## config.mk

```make
export PLATFORM = sky130hd
export DESIGN_NAME = pipe_hazard_ctrl
export DESIGN_NICKNAME = d
export VERILOG_FILES = /design/src/rtl/pipe_hazard_ctrl.sv
export SDC_FILE = /design/constraint.sdc
export NUM_CORES = 1
export LEC_CHECK = 0
export ABC_AREA = 1
export CORE_ASPECT_RATIO = 1.2
export CORE_MARGIN = 8
export CORE_UTILIZATION = 35
export DETAILED_ROUTE_END_ITERATION = 10
export PLACE_DENSITY = 0.67
export REMOVE_ABC_BUFFERS = 1
export SYNTH_ARGS = -nofsm -noshare
export SYNTH_HDL_FRONTEND = slang
export SYNTH_SLANG_ARGS = --single-unit
```

## constraint.sdc

```tcl
create_clock -name clk -period 4.4 [get_ports clk]
set_input_delay 0.66 -clock clk [delete_from_list [all_inputs] [get_ports clk]]
set_output_delay 0.66 -clock clk [all_outputs]
set_load 0.03 [all_outputs]
```

## src/rtl/pipe_hazard_ctrl.sv

```systemverilog
// Central stall/flush controller for the 5-stage core.
// Ports: ID source regs / EX dest and load info in, branch resolve, MEM/IF
//   memory-controller status in; per-register stall/flush controls, PC
//   redirect, stale-fetch discard and two performance counters out.
module pipe_hazard_ctrl #(
    parameter int ADDR_W = 32,
    parameter int REG_W  = 5,
    parameter int CNT_W  = 32
) (
    input  logic              clk,
    input  logic              rst,
    input  logic [REG_W-1:0]  id_rs1,
    input  logic [REG_W-1:0]  id_rs2,
    input  logic              id_rs1_read,
    input  logic              id_rs2_read,
    input  logic              ex_is_load,
    input  logic [REG_W-1:0]  ex_wd,
    input  logic              ex_wreg,
    input  logic              ex_branch_taken,
    input  logic [ADDR_W-1:0] ex_branch_target,
    input  logic              mem_busy,
    input  logic              if_busy,
    input  logic              if_done,
    output logic              pc_stall,
    output logic              ifid_stall,
    output logic              idex_stall,
    output logic              id_stall,
    output logic              exmem_stall,
    output logic              branch_interception,
    output logic              pc_redirect,
    output logic [ADDR_W-1:0] pc_target,
    output logic              if_discard,
    output logic [CNT_W-1:0]  stall_cnt,
    output logic [CNT_W-1:0]  flush_cnt
);

    typedef enum logic {
        RUN   = 1'b0,
        DRAIN = 1'b1
    } state_t;

    state_t           state_q, state_d;
    logic [CNT_W-1:0] stall_cnt_q, stall_cnt_d;
    logic [CNT_W-1:0] flush_cnt_q, flush_cnt_d;

    logic freeze;
    logic br;
    logic rs1_hit;
    logic rs2_hit;
    logic lu_hit;

    // Hazard terms
    assign freeze  = mem_busy;
    assign br      = ex_branch_taken & ~freeze;
    assign rs1_hit = id_rs1_read & (id_rs1 == ex_wd);
    assign rs2_hit = id_rs2_read & (id_rs2 == ex_wd);
    // x0 is never a real dependency
    assign lu_hit  = ex_is_load & ex_wreg & (ex_wd != '0)
                   & (rs1_hit | rs2_hit);

    // Pipeline controls; priority is reset, freeze, branch, load-use.
    always_comb begin
        pc_stall            = 1'b0;
        ifid_stall          = 1'b0;
        idex_stall          = 1'b0;
        id_stall            = 1'b0;
        exmem_stall         = 1'b0;
        branch_interception = 1'b0;
        pc_redirect         = 1'b0;
        pc_target           = '0;
        if (rst) begin
            pc_stall = 1'b0;
        end else if (freeze) begin
            // A branch in EX stays held in ID/EX and fires once unfrozen
            pc_stall    = 1'b1;
            ifid_stall  = 1'b1;
            idex_stall  = 1'b1;
            exmem_stall = 1'b1;
        end else if (br) begin
            branch_interception = 1'b1;
            pc_redirect         = 1'b1;
            pc_target           = ex_branch_target;
        end else if (lu_hit) begin
            // One bubble: the load moves to MEM next edge and forwards
            id_stall   = 1'b1;
            pc_stall   = 1'b1;
            ifid_stall = 1'b1;
        end
    end

    // Stale-fetch tracking after a redirect
    always_comb begin
        state_d    = state_q;
        if_discard = 1'b0;
        unique case (state_q)
            RUN: begin
                if (br & if_done) begin
                    if_discard = 1'b1;
                end else if (br & if_busy) begin
                    state_d = DRAIN;
                end
            end
            DRAIN: begin
                // Only one fetch can be outstanding, so a second
                // branch here just waits for the same return.
                if_discard = if_done;
                if (if_done) begin
                    state_d = RUN;
                end
            end
            default: state_d = RUN;
        endcase
        if (rst) begin
            if_discard = 1'b0;
        end
    end

    // Performance counters wrap naturally
    always_comb begin
        stall_cnt_d = stall_cnt_q + CNT_W'(pc_stall);
        flush_cnt_d = flush_cnt_q + CNT_W'(pc_redirect);
    end

    always_ff @(posedge clk or posedge rst) begin
        if (rst) begin
            state_q     <= RUN;
            stall_cnt_q <= '0;
            flush_cnt_q <= '0;
        end else begin
            state_q     <= state_d;
            stall_cnt_q <= stall_cnt_d;
            flush_cnt_q <= flush_cnt_d;
        end
    end

    assign stall_cnt = stall_cnt_q;
    assign flush_cnt = flush_cnt_q;

endmodule

```

Word-level counts from Yosys, hierarchy flattened
Cells that the tools add are included.
{"block": "classes", "n_eq_ne": 2, "bitwise": 11, "muxes": 21, "add_sub_neg": 2, "reduce_logical": 1}
{"op": "$mux 32", "count": 3}
{"op": "$add 32x1->32", "count": 2}
{"op": "$mux 1", "count": 16}
{"op": "$eq 5x5->1", "count": 2}
{"op": "$and 1x1->1", "count": 8}
{"op": "$reduce_bool 5->1", "count": 1}
{"op": "$pmux 1 s2", "count": 2}
{"op": "$not 1->1", "count": 2}
{"op": "$or 1x1->1", "count": 1}
{"block": "totals", "register_bits": 65, "in_bits": 57}

Logic depth before layout (Yosys ltp)
{"block": "logic_depth", "depth_word": 9, "mapped_depth": 17}

Least setup slack after synthesis
OpenSTA, ideal clock, no wires.
{"block": "synth_timing", "kind": "input to register", "start": "input port rst", "end": "register stall_cnt_q[30] (netlist: stall_cnt[30])", "n_path_buf": 1, "required_ps": 4282, "arrival_time_ps": 4186, "setup_time_ps": 118, "stages": 15, "path_slack_ps": 96, "path_cell_list": "clkbuf_1 > inv_1 > nand4_1 > a21oi_1 > nand2_1 > nand2_1 > ha_1 > ha_1 > inv_2 > nor3_4 > nand2_4 > nor2_4 > nand2_1 > nand2_1 > nand2_1"}
{"block": "synth_between", "elab_chain_len": 2}
{"element": "start, declared", "line": "11", "rtl": "input logic rst,"}
{"element": "$mux 1"}
{"element": "net ifid_stall", "line": "25", "rtl": "output logic ifid_stall,"}
{"element": "$add 32x1->32", "line": "120", "rtl": "stall_cnt_d = stall_cnt_q + CNT_W'(pc_stall);"}
{"element": "net stall_cnt_d[30]", "line": "43", "rtl": "logic [CNT_W-1:0] stall_cnt_q, stall_cnt_d;"}
{"element": "end signal, assigned", "line": "131", "rtl": "stall_cnt_q <= stall_cnt_d;"}
{"element": "end, declared", "line": "43"}
The timed path passes the listed nets, and every way through them passes these cells.

Final worst setup path
{"block": "layout_timing", "start": "input port mem_busy", "end": "output port pc_target[14]"}
{"block": "layout_between", "elab_chain_len": 5}
{"element": "start, declared", "line": "21", "rtl": "input logic mem_busy,"}
{"element": "$not 1->1", "line": "54", "rtl": "assign br = ex_branch_taken & ~freeze;"}
{"element": "$and 1x1->1", "line": "54"}
{"element": "$mux 32", "line": "79", "rtl": "end else if (br) begin"}
{"element": "$mux 32 (*)", "line": "73", "rtl": "end else if (freeze) begin"}
{"element": "$mux 32 (*)", "line": "71", "rtl": "if (rst) begin"}
{"element": "end, declared", "line": "31", "rtl": "output logic [ADDR_W-1:0] pc_target,"}
Mark *: on every way between the ends. The rest lies on a longest branch, timed or not.

==> results.yml <==
timing:
  worst-slew-pin-transition_ns: 0.8880
  finalCritPeriodShare: 0.8095
  slew_viol_final: 0
  maxSlewHeadroom: 0.4073
  fin_hold_viols: 0
  unrepaired_setup_endpoints_after_global_routing: "no"
  final_period_minus_worst_setup_slack_ns: 3.562
  worst_clock_skew_ns: 0.003751
  maxClockFrequency_mhz: 280.7
  report.final.setup_viol: 0
  worst_hold_slack_ns: 0.4922
  final.setup.tns_ns: 0
floorplanning:
  die_w_um: 113.9
  floorplan.core_area_um2: 11410
  floorplan.initialDensity: 0.3530
  row_count: 43
  floorplan.die.height_um: 133.5
  fp.dieArea_um2: 15210
  design.portCount: 161
setup_path:
  startpoint_type: "input port"
  critPathBufInv: 4
  worstSetupEndpointType: "output pin"
  reg2reg_setup_slack_ns: 2.54
  timing.critical_path.max_delay_family: "buffers and inverters"
  cp_cell_sequence: "clkdlybuf4s50_1 -> inv_1 -> nand2_1 -> inv_1 -> nand2_1 -> nor2_1 -> clkdlybuf4s50_1"
  critical_path_required_ns: 3.74
  cp.arrival_ns: 2.90
  worst-path-max-fanout: 33
  critical-path-max-stage-delay_ns: 0.71
  timing.reg2reg.worst_path_depth: 9
  criticalPathCategory: "in2out"
  rr_endpoint: "stall_cnt[30]$_DFF_PP0_"
  critical_path_cell_with_the_highest_stage_delay: "sky130_fd_sc_hd__clkdlybuf4s50_1"
  r2r_start: "stall_cnt[0]$_DFF_PP0_"
outcome:
  run_status: "completed"
clock_tree:
  post-cts-setup-buffers: 0
  htreeDepth: 3
  cts_tree: "done"
  cts.clk_slew.worst_paths_ns: 0.05
  clock_latency_ns: 0.33
  cts_resized: 0
  holdBufCountCts: 0
  cts_buffer_depth: 2
  cts-buffers-inserted: 9
  clock_sinks: 65
  clk_root_buffer_cell: "sky130_fd_sc_hd__clkbuf_16"
place:
  post_place_cells: 913
  detailedPlacementHpwl_um: 10930
  routabilityCongestion: 0.9274
  io_buffer_count: 160
pwr:
  power.clock.fraction: 0.389
  power.static_leakage_nw: 2.683
  power_density_nw_per_um2: 303.1
  power.total_mw: 1.843
  p_switching_mw: 0.5547
  swShare: 0.3010
  seq_power_share: 0.379
  power.share.combinational: 0.232
  ir_worst_vdd_mv: 0.2260
  internal_power_mw: 1.288
hold_path:
  hold_path_end: "stall_cnt[31]$_DFF_PP0_"
  timing.hold.worst.class: "reg2reg"
  min_path_cells: 2
  min_from: "stall_cnt[31]$_DFF_PP0_"
route:
  detailedRoute.firstPassIterationCount: 5
  routed-via-count: 4285
  viasPerCell: 4.617
  remaining_drc_errors: 0
  drt_first_iter_violations: 120
  postRouteWirelength_um: 13380
  detail_route.wl_per_cell_um: 14.41
  ant_nets: 0
global_routing:
  groute.usage.overall: 0.1803
  grt_overflow: 0
  first_global_vias: 4340
  grt_max_degree: 66
  grt_antenna_before_repair: 0
  grt_first_pass_wirelength_um: 21620
synthesis:
  post-synth-top-area-fraction: 0.4040
  yosys_register_bits: 65
  synth_async_sr_flop_share: 1.000
  synth.top_cells.by_area: "sky130_fd_sc_hd__dfrtp_1, sky130_fd_sc_hd__nand2_1, sky130_fd_sc_hd__nor2_1"
  netlist-cell-type-count: 23
  synth_enable_flop_cells: 0
  netlist_instances: 604
  synth-seq-area-share: 0.4040
  synth_top_flop_cell: "sky130_fd_sc_hd__dfrtp_1"
  synth.yosys.warnings: 0
  synthDominantAreaCellType: "sky130_fd_sc_hd__dfrtp_1"
  syn_area_um2: 4026
  synth_most_common_cell: "sky130_fd_sc_hd__nand2_1"
  synthTopCellsByCount: "sky130_fd_sc_hd__nand2_1, sky130_fd_sc_hd__nor2_1, sky130_fd_sc_hd__dfrtp_1, sky130_fd_sc_hd__inv_1, sky130_fd_sc_hd__xor2_1"
  post_synth.cell_area_avg_um2: 6.666
job:
  cap_violations: 0
cells_and_area:
  post_layout_nonfiller_instances: 928
  syn_to_final_growth_pct: 50.99
  fillCellCount: 1151
  finish.utilization: 0.5330
  antenna-diode-count: 0
  nets: 828
  post_route_cells_drive_above_1_share: 0.04799
## how the worst max path moves through the flow
stage,startpoint,end,cells past startpoint
global placement,mem_busy,pc_target[14],7
global route,mem_busy,pc_target[4],7
detailed placement,mem_busy,pc_target[14],7
finish,mem_busy,pc_target[14],7
CTS,mem_busy,pc_target[14],7
floorplan,rst,stall_cnt[30]$_DFF_PP0_,14
## registers in the layout (all words and copies together) (netlist names)
register and count:
flush_cnt 32, stall_cnt 32, state_q 1
## layout make-up
cell class | instances | area, µm² | share of cell area
Multi-Input combinational cell | 467 | 2118 | 0.3484
Timing Repair Buffer | 162 | 1609 | 0.2647
Sequential cell | 65 | 1627 | 0.2675
Clock buffer | 12 | 256.5 | 0.04219
Inverter | 62 | 232.7 | 0.03828
Tap cell | 157 | 196.4 | 0.03231
Clock inverter | 3 | 40.04 | 0.006586
## power groups by stage
stage	registers [mW]	logic [mW]	clock network [mW]
finish	0.699	0.428	0.716
global route	0.706	0.460	0.759
CTS	0.699	0.435	0.736
detailed placement	0.709	0.433	0
global placement	0.708	0.427	0
floorplan	0.794	0.128	0
## metal layers
layer | track usage | up-vias | part of all wire
met4 | 0.08228 | 0 | 0.029
met1 | 0.1898 | 1971 | 0.39
met3 | 0.05432 | 26 | 0.067
li1 | - | 2168 | -
met5 | 0 | - | 0
met2 | 0.3211 | 120 | 0.52
## stage by stage
step                worst slack [ns]  cell area [µm²]
CTS                           0.8361             6080
finish                        0.8381             6080
global route                  0.5868             6080
global placement              0.8846             5783
detailed placement            0.8584             5783
floorplan                    0.06388             3978
## placed cells by master (no fill, tap or decap), types with 9 or more instances in the layout
cell and count:
sky130_fd_sc_hd__nand2_1 242, sky130_fd_sc_hd__nand3_1 21, sky130_fd_sc_hd__nor2_1 120, sky130_fd_sc_hd__dfrtp_1 65, sky130_fd_sc_hd__nand3b_1 9, sky130_fd_sc_hd__xor2_1 27, sky130_fd_sc_hd__clkdlybuf4s50_1 157, sky130_fd_sc_hd__nor3_1 24
sky130_fd_sc_hd__inv_1 56, sky130_fd_sc_hd__clkbuf_16 9
## worst register-to-register path, delay by kind of cell, from the launching register on
kind | cells | cell delay, ns
adders and majority gates | 2 | 0.52
buffers and inverters | 1 | 0.08
DFF | 1 | 0.34
and+or+nand+nor | 6 | 0.82
## cells by family after synthesis
logic type,share of synthesized area
simple gates,0.4406
buf+inv,0.06992
flops,0.4040
xor+xnor,0.07178
fa+ha+maj,0.01243
compound gates,0.001242
No activity file was read; power rests on OpenSTA's default activity.
